$ cat src/rtl/status_led_driver_pkg.sv
// Shared LED mode encodings and blink-pattern helpers for the status LED driver.
package status_led_driver_pkg;

    typedef enum logic [1:0] {
        LED_MODE_LEVEL     = 2'b00,
        LED_MODE_ACTIVITY  = 2'b01,
        LED_MODE_HEARTBEAT = 2'b10,
        LED_MODE_OFF       = 2'b11
    } led_mode_t;

    // Flash is lit for the last quarter of each blink period.
    function automatic logic flash_of(input logic msb, input logic msb_m1);
        return msb & msb_m1;
    endfunction

endpackage

$ cat src/rtl/led_channel.sv
// One LED channel: activity synchroniser, pulse stretcher, alive timeout,
// mode mux and registered LED/alive outputs.
module led_channel
    import status_led_driver_pkg::*;
#(
    parameter int pSTRETCH_BITS = 20,
    parameter int pALIVE_BITS   = 16
) (
    input  logic      fe_clk,
    input  logic      fpga_reset,
    input  led_mode_t i_mode,
    input  logic      i_level,
    input  logic      i_activity,
    input  logic      i_error_flag,
    input  logic      i_heartbeat,
    input  logic      i_flash,
    output logic      o_led,
    output logic      o_alive
);

    localparam logic [pSTRETCH_BITS-1:0] STRETCH_ONE = {{(pSTRETCH_BITS-1){1'b0}}, 1'b1};
    localparam logic [pALIVE_BITS-1:0]   ALIVE_ONE   = {{(pALIVE_BITS-1){1'b0}}, 1'b1};

    (* ASYNC_REG = "TRUE" *) logic r_sync1;
    (* ASYNC_REG = "TRUE" *) logic r_sync2;
    (* ASYNC_REG = "TRUE" *) logic r_sync3;

    logic [pSTRETCH_BITS-1:0] r_stretch_cnt;
    logic [pALIVE_BITS-1:0]   r_timeout_cnt;

    logic w_event;
    logic w_stretch;
    logic w_alive;
    logic w_led;

    always_comb begin
        w_event   = r_sync2 ^ r_sync3;
        w_stretch = (r_stretch_cnt != '0);
        w_alive   = (r_timeout_cnt != '1);
        w_led     = 1'b0;
        if (i_error_flag) begin
            w_led = i_flash;
        end else begin
            case (i_mode)
                LED_MODE_LEVEL:     w_led = i_level;
                LED_MODE_ACTIVITY:  w_led = w_stretch;
                LED_MODE_HEARTBEAT: w_led = i_heartbeat & w_alive;
                LED_MODE_OFF:       w_led = 1'b0;
                default:            w_led = 1'b0;
            endcase
        end
    end

    // A fresh event always wins over the counters reaching their end value.
    always_ff @(posedge fe_clk) begin
        if (fpga_reset) begin
            r_sync1       <= 1'b0;
            r_sync2       <= 1'b0;
            r_sync3       <= 1'b0;
            r_stretch_cnt <= '0;
            r_timeout_cnt <= '1;
            o_led         <= 1'b0;
            o_alive       <= 1'b0;
        end else begin
            r_sync1 <= i_activity;
            r_sync2 <= r_sync1;
            r_sync3 <= r_sync2;

            if (w_event) begin
                r_stretch_cnt <= '1;
            end else if (w_stretch) begin
                r_stretch_cnt <= r_stretch_cnt - STRETCH_ONE;
            end

            if (w_event) begin
                r_timeout_cnt <= '0;
            end else if (w_alive) begin
                r_timeout_cnt <= r_timeout_cnt + ALIVE_ONE;
            end

            o_led   <= w_led;
            o_alive <= w_alive;
        end
    end

endmodule

$ cat src/rtl/status_led_driver.sv
// Multi-channel status LED driver: shared blink counter plus one led_channel per LED.
module status_led_driver
    import status_led_driver_pkg::*;
#(
    parameter int pLEDS         = 4,
    parameter int pSTRETCH_BITS = 20,
    parameter int pALIVE_BITS   = 16,
    parameter int pBLINK_BITS   = 23
) (
    input  logic               fe_clk,
    input  logic               fpga_reset,
    input  logic [2*pLEDS-1:0] I_mode,
    input  logic [pLEDS-1:0]   I_level,
    input  logic [pLEDS-1:0]   I_activity,
    input  logic               I_error_flag,
    output logic [pLEDS-1:0]   O_led,
    output logic [pLEDS-1:0]   O_alive
);

    localparam logic [pBLINK_BITS-1:0] BLINK_ONE = {{(pBLINK_BITS-1){1'b0}}, 1'b1};

    logic [pBLINK_BITS-1:0] r_blink_cnt;
    logic                   w_heartbeat;
    logic                   w_flash;

    always_ff @(posedge fe_clk) begin
        if (fpga_reset) begin
            r_blink_cnt <= '0;
        end else begin
            r_blink_cnt <= r_blink_cnt + BLINK_ONE;
        end
    end

    assign w_heartbeat = r_blink_cnt[pBLINK_BITS-1];
    assign w_flash     = flash_of(r_blink_cnt[pBLINK_BITS-1], r_blink_cnt[pBLINK_BITS-2]);

    for (genvar g = 0; g < pLEDS; g++) begin : g_ch
        led_channel #(
            .pSTRETCH_BITS (pSTRETCH_BITS),
            .pALIVE_BITS   (pALIVE_BITS)
        ) u_ch (
            .fe_clk       (fe_clk),
            .fpga_reset   (fpga_reset),
            .i_mode       (led_mode_t'(I_mode[2*g +: 2])),
            .i_level      (I_level[g]),
            .i_activity   (I_activity[g]),
            .i_error_flag (I_error_flag),
            .i_heartbeat  (w_heartbeat),
            .i_flash      (w_flash),
            .o_led        (O_led[g]),
            .o_alive      (O_alive[g])
        );
    end

endmodule
$ cat config.mk
export PLATFORM = sky130hd
export DESIGN_NAME = status_led_driver
export DESIGN_NICKNAME = d
export VERILOG_FILES = /design/src/rtl/status_led_driver_pkg.sv /design/src/rtl/led_channel.sv /design/src/rtl/status_led_driver.sv
export SDC_FILE = /design/constraint.sdc
export NUM_CORES = 1
export LEC_CHECK = 0
export ABC_CLOCK_PERIOD_IN_PS = 2300
export BUFFER_PORTS_ARGS = -buffer_cell sky130_fd_sc_hd__buf_4
export CAP_MARGIN = 20
export CORE_UTILIZATION = 50
export CTS_BUF_LIST = sky130_fd_sc_hd__clkbuf_4
export DETAILED_ROUTE_END_ITERATION = 8
export PLACE_DENSITY = 0.76
export SYNTH_ARGS = -nofsm -noshare
export SYNTH_HDL_FRONTEND = slang
export SYNTH_HIERARCHICAL = 1
export SYNTH_SLANG_ARGS = --single-unit
$ cat constraint.sdc
create_clock -name fe_clk -period 2.3 [get_ports fe_clk]
set_clock_uncertainty 0.05 [all_clocks]
set_input_delay 0.46 -clock fe_clk [delete_from_list [all_inputs] [get_ports fe_clk]]
set_output_delay 0.46 -clock fe_clk [all_outputs]
set_load 0.02 [all_outputs]
==> results.sh, run 1 <==
export IMPL_cts_root_buf="clkbuf_4"
export IMPL_die_h_um=140
export IMPL_cts_tree="built"
export IMPL_critPathTopFamily="simple AND/OR/NAND/NOR gates"
export IMPL_initial_core_util_pct=51.0
export IMPL_max_cap_violations=0
export IMPL_crit_buf_inv=0
export IMPL_antenna_left=0
export IMPL_ctsHtreeMaxLevel=4
export IMPL_die_x_um=140
export IMPL_status="finished, final reports clean"
export IMPL_r2r_setup_slack_ns=0.11
export IMPL_syn_nets=1172
export IMPL_die_area_sq_mm=0.0197
export IMPL_p_leak_uw=0.00392
export IMPL_hold_path_class="in2reg"
export IMPL_clock_sinks=187
export IMPL_globalplace_congestion=0.832
export IMPL_track_usage_pct=22.6
export IMPL_max_stage_delay_ns=0.56
export IMPL_holdWs_ns=0.0504
export IMPL_routed_wl_um=21800
export IMPL_critPathMaxFanout=8
export IMPL_grt_max_degree=33
export IMPL_post_route_util_pct=56.3
export IMPL_nets=1207
export IMPL_drt_iter0_drc=636
export IMPL_synthTopCellsByArea="dfxtp_1 (39%), nand3_1 (3.8%), a31oi_1 (3.5%)"
export IMPL_yosysWarnings=6
export IMPL_multi_input_area_sq_mm=0.00552
export IMPL_cp_arrival_ns=2.64
export IMPL_coreArea_sq_mm=0.0188
export IMPL_synth_seq_area_share_pct=39.1
export IMPL_cp_depth=4
export IMPL_dp_hpwl_um=14800
export IMPL_synth_seq_cells=187
export IMPL_routed_via_count=8961
export IMPL_grt_pass1_wl_um=37200
export IMPL_ios=27
export IMPL_final_setup_viol_count=0
export IMPL_synthToLayoutAreaGrowth_pct=10.3
export IMPL_grt_pass1_vias=8131
export IMPL_relSlewSlack_pct=48.3
export IMPL_io_buffers=26
export IMPL_worstPathRequired_ns=2.75
export IMPL_crit_path_end_kind="register"
export IMPL_crit_type="reg2reg"
export IMPL_drcViolationCount=0
export IMPL_cts_setup_buffers=0
export IMPL_pre_cts_ws_ns=0.142
export IMPL_first_pass_iters=5
export IMPL_power_density_mw_per_mm2=841
export IMPL_synth_top_area_share_pct=39.1
export IMPL_drv_slew=0
export IMPL_tns_ns=0
export IMPL_r2r_cells=4
export IMPL_cts_max_path_buffers=2
export IMPL_ys_types=63
export IMPL_cp_start_kind="register"
export IMPL_post_synth_cell_area_avg_sq_um=8.40
export IMPL_grt_setup_unrepaired="no"
export IMPL_regArea_sq_mm=0.00374
export IMPL_worst_pin_slew_ns=0.769
export IMPL_min_period_ns=2.19
export IMPL_holdPathStages=2
export IMPL_slowest_stage="or4_4"
export IMPL_finalCritPeriodShare_pct=95.4
export IMPL_fmax_mhz=456
export IMPL_cts_buffers=17
export IMPL_clkTransAtPathRegs_ns=0.14
export IMPL_synth_async_reset_ratio_pct=0
export IMPL_synth_edf_count=0
export IMPL_rows=50
export IMPL_vdd_drop_max_uv=389
export IMPL_hold_viol_final=0
export IMPL_fill_cells=1682
export IMPL_worst_skew_pair_late_latency_ns=0.58
export IMPL_synth_ff_type="dfxtp_1"
export IMPL_antenna_found_initial=1
export IMPL_wire_per_inst_um=15.3
export IMPL_worst_slack_ns=0.105
export IMPL_gr_total_overflow=0
export IMPL_layout_drive_gt1_share_pct=12.2
export IMPL_synth_top_area_cell="dfxtp_1"
export IMPL_synth_cells=1140
export IMPL_vias_per_cell=6.30
export IMPL_path_cells="or4_4, or3_1, or4_1, a31oi_1"
export IMPL_netlist_area_sq_mm=0.00958
==> sequential cells by signal (all words and copies together) (netlist names) <==
register,flops
g_ch.u_ch/r_stretch_cnt,80
g_ch.u_ch/r_timeout_cnt,64
r_blink_cnt,23
g_ch.u_ch/o_alive,4
g_ch.u_ch/o_led,4
g_ch.u_ch/r_sync1,4
g_ch.u_ch/r_sync2,4
g_ch.u_ch/r_sync3,4
==> where the power goes <==
part           switching, uW  total [uW]  leakage [uW]  internal, uW
clock                   1100        1870      0.000157           768
combinational           1620        2800       0.00222          1170
sequential               532        4220       0.00155          3680
total                   3260        8880       0.00392          5620
==> area by class of cell <==
cell class / count / area share, %
Clock buffer: 19 / 1.35
Inverter: 40 / 1.42
Antenna cell: 1 / 0.0237
Timing Repair Buffer: 72 / 5.28
Sequential cell: 187 / 35.5
Clock inverter: 12 / 1.42
Multi-Input combinational cell: 857 / 52.3
Tap cell: 234 / 2.77
==> synth_stat cells, drive strengths merged, types with 24 or more instances <==
library cell and number:
o31ai 41, a21oi 43, nor4 46, nand4 38
nor2 80, a211oi 31, nor3 46, or4 37
a31oi 54, and3 24, o21ai 45, clkbuf 49
and4 28, nand3 77, inv 40, dfxtp 187
nand2 65
==> placed cells by master, fill, tap and decap left out, types with 23 or more instances in the layout <==
cell	count
nand2_1	64
a211oi_1	31
and4_1	26
nor4_1	40
nand4_1	38
or4_1	34
o21ai_0	45
nor2b_1	23
buf_4	69
nor3_1	46
o31ai_1	41
a31oi_1	54
nor2_1	80
a21oi_1	43
dfxtp_1	187
inv_1	40
nand3_1	73
==> kinds of logic after synthesis <==
family | Yosys count | synth area share [%]
simple gates | 518 | 31.3
compound gates | 299 | 21.5
flops | 187 | 39.1
buf+inv | 96 | 3.89
xor+xnor | 24 | 2.20
fa+ha+maj | 13 | 1.70
mux | 3 | 0.327
==> timing repair <==
| item | CTS | global route |
|---|---|---|
| hold endpoints to repair | 2 | 0 |
| gates resized for setup | 0 | 0 |
| hold buffers | 2 | 0 |
==> final timing paths <==
kind	start	to
min reg2reg	g_ch[0].u_ch/r_sync1	g_ch[0].u_ch/r_sync2
max	g_ch[0].u_ch/r_stretch_cnt[3]	g_ch[0].u_ch/r_stretch_cnt[9]
max reg2reg	g_ch[0].u_ch/r_stretch_cnt[3]	g_ch[0].u_ch/r_stretch_cnt[9]
min	I_activity[3]	g_ch[3].u_ch/r_sync1
==> per-stage QoR <==
stage               std cells  total power, uW  area, sq um
floorplan                1140             6280         9580
global placement         1388             6940        10200
detailed placement       1388             7030        10200
CTS                      1421             8900        10600
global route             1422             9490        10600
finish                   1422             8880        10600
==> metal layers <==
metal | share of wire, % | wire (um) | global-route usage, %
met1 | 48 | 10500 | 29.5
met2 | 47 | 10200 | 37.6
met3 | 3.4 | 740 | 3.69
met4 | 1.5 | 317 | 8.10
met5 | 0 | 0 | 0
No activity file was read; power rests on OpenSTA's default activity.
==> inputs of run 2 (changes only) <==
--- a/config.mk
+++ b/config.mk
@@ -12,6 +12,7 @@
 export CTS_BUF_LIST = sky130_fd_sc_hd__clkbuf_4
 export DETAILED_ROUTE_END_ITERATION = 8
 export PLACE_DENSITY = 0.76
+export REMOVE_ABC_BUFFERS = 1
 export SYNTH_ARGS = -nofsm -noshare
 export SYNTH_HDL_FRONTEND = slang
 export SYNTH_HIERARCHICAL = 1
==> results.sh, run 2 (same netlist as run 1, synthesis figures left out) <==
export IMPL_dp_hpwl_um=14700
export IMPL_fmax_mhz=469
export IMPL_tns_ns=0
export IMPL_r2r_start="g_ch[0].u_ch/r_stretch_cnt[3]"
export IMPL_holdWs_ns=0.0509
export IMPL_holdPathStages=2
export IMPL_rows=50
export IMPL_grt_pass1_vias=8084
export IMPL_hold_path_class="in2reg"
export IMPL_cts_root_buf="clkbuf_4"
export IMPL_max_cap_violations=0
export IMPL_crit_type="reg2reg"
export IMPL_first_pass_iters=5
export IMPL_gr_total_overflow=0
export IMPL_routed_wl_um=21700
export IMPL_status="finished, final reports clean"
export IMPL_drcViolationCount=0
export IMPL_worst_skew_pair_late_latency_ns=0.57
export IMPL_crit_path_end_kind="register"
export IMPL_reg2reg_to="g_ch[0].u_ch/r_stretch_cnt[17]"
export IMPL_dp_cells=1379
export IMPL_wire_per_inst_um=15.4
export IMPL_worstPathRequired_ns=2.68
export IMPL_die_h_um=140
export IMPL_grt_max_degree=34
export IMPL_min_period_ns=2.13
export IMPL_vdd_drop_max_uv=372
export IMPL_layout_drive_gt1_share_pct=11.5
export IMPL_drt_iter0_drc=671
export IMPL_met1_usage_pct=30.9
export IMPL_layout_commonest_cell="dfxtp_1"
export IMPL_grt_pass1_wl_um=37300
export IMPL_top_register="g_ch.u_ch/r_stretch_cnt"
export IMPL_cp_start_kind="register"
export IMPL_fin_cells=1414
export IMPL_clock_sinks=187
export IMPL_finalCritPeriodShare_pct=92.8
export IMPL_globalplace_congestion=0.843
export IMPL_cts_tree="built"
export IMPL_final_setup_viol_count=0
export IMPL_antenna_found_initial=1
export IMPL_cts_resized=0
export IMPL_fill_cells=1742
export IMPL_r2r_setup_slack_ns=0.17
export IMPL_clkTransAtPathRegs_ns=0.15
export IMPL_hold_viol_final=0
export IMPL_cp_arrival_ns=2.51
export IMPL_worst_pin_slew_ns=0.909
export IMPL_r2r_cells=5
export IMPL_grt_busiest_layer="met2"
export IMPL_track_usage_pct=22.5
export IMPL_grt_util_met2_pct=36.0
export IMPL_initial_core_util_pct=51.0
export IMPL_io_buffers=26
export IMPL_coreArea_sq_mm=0.0188
export IMPL_hold_start="I_activity[3]"
export IMPL_largest_register_ffs=80
export IMPL_antenna_left=0
export IMPL_cts_max_path_buffers=2
export IMPL_relSlewSlack_pct=39.1
export IMPL_die_area_sq_mm=0.0197
export IMPL_ctsHtreeMaxLevel=4
export IMPL_finalInstanceArea_sq_mm=0.0105
export IMPL_vias_per_cell=6.36
export IMPL_critPathMaxFanout=8
export IMPL_final_cell_mix="dfxtp_1 (187), nor2_1 (80), nand3_1 (73), nand2_1 (64), buf_4 (60)"
export IMPL_placed_cell_area_sq_mm=0.0102
export IMPL_nets=1199
export IMPL_die_x_um=140
export IMPL_reg_top3="g_ch.u_ch/r_stretch_cnt: 80 flops, g_ch.u_ch/r_timeout_cnt: 64 flops, r_blink_cnt: 23 flops"
export IMPL_routed_via_count=8995
export IMPL_ios=27
export IMPL_drv_slew=0
export IMPL_synthToLayoutAreaGrowth_pct=9.81
export IMPL_grt_setup_unrepaired="no"
export IMPL_cts_buffers=17
export IMPL_grt_util_met3_pct=3.35
export IMPL_hold_end="g_ch[3].u_ch/r_sync1"
export IMPL_power_density_mw_per_mm2=853
export IMPL_p_leak_uw=0.00389
[run 2: cell count changes in the layout (fill, tap and decap cells not counted), sizes merged]
cell,previous run,this run
bufinv,3,4
clkinvlp,1,2
dlygate4sd3,2,3
clkbuf,19,22
clkinv,8,3
buf,70,61
[run 2: worst max path at each step]
stage / from / endpoint / slack [ns] / cells past startpoint
6_report: g_ch[0].u_ch/r_stretch_cnt[3] / g_ch[0].u_ch/r_stretch_cnt[17] / 0.17 / 5
5_1_grt: g_ch[0].u_ch/r_stretch_cnt[8] / g_ch[0].u_ch/r_stretch_cnt[17] / 0.06 / 4
4_1_cts: g_ch[0].u_ch/r_stretch_cnt[8] / g_ch[0].u_ch/r_stretch_cnt[17] / 0.16 / 4
3_5_place_dp: g_ch[0].u_ch/r_stretch_cnt[8] / g_ch[0].u_ch/r_stretch_cnt[17] / 0.17 / 4
3_3_place_gp: g_ch[0].u_ch/r_stretch_cnt[8] / g_ch[0].u_ch/r_stretch_cnt[17] / 0.19 / 4
2_1_floorplan: g_ch[0].u_ch/r_stretch_cnt[8] / g_ch[0].u_ch/r_stretch_cnt[15] / -0.04 / 4
[run 2: worst max-delay path: stages (launching register included)]
cell and delay, ns:
dfxtp_1 0.39, or4_4 0.56, or3_1 0.47, buf_4 0.19, o31ai_1 0.23, a31oi_1 0.11
[run 2: repair_timing]
action                    in CTS  in global routing
buffers inserted               0                  0
hold endpoints to repair       0                  3
hold buffers                   0                  3
[run 2: final cells by class]
cell class / instances / area (sq um) / share of cell area (%)
multi-input combinational: 857 / 5520 / 52.5
sequential: 187 / 3740 / 35.6
timing repair buffer: 64 / 495 / 4.71
tap: 234 / 293 / 2.78
clock buffer: 22 / 165 / 1.57
inverter: 40 / 150 / 1.43
clock inverter: 9 / 146 / 1.39
antenna: 1 / 2.50 / 0.0238
[run 2: per-layer routing]
metal,vias to the layer above,share of wire [%],wire length [um]
met5,-,0,0
met1,4250,49,10600
met3,22,3.6,791
met4,0,1.6,358
li1,4518,-,-
met2,205,46,9930
[run 2: per-stage QoR]
stage               total power [uW]  util (%)  setup WS [ns]
floorplan                       6210         -        -0.0351
global placement                6890      54.1          0.186
detailed placement              7000      54.2          0.172
CTS                             8980      55.9          0.160
global route                    9600      56.0         0.0569
finish                          8970      56.0          0.167
[run 2: report_power, final]
group | internal [uW] | total, uW | switching [uW]
clock network | 908 | 1990 | 1080
logic | 1140 | 2760 | 1620
registers | 3680 | 4220 | 538
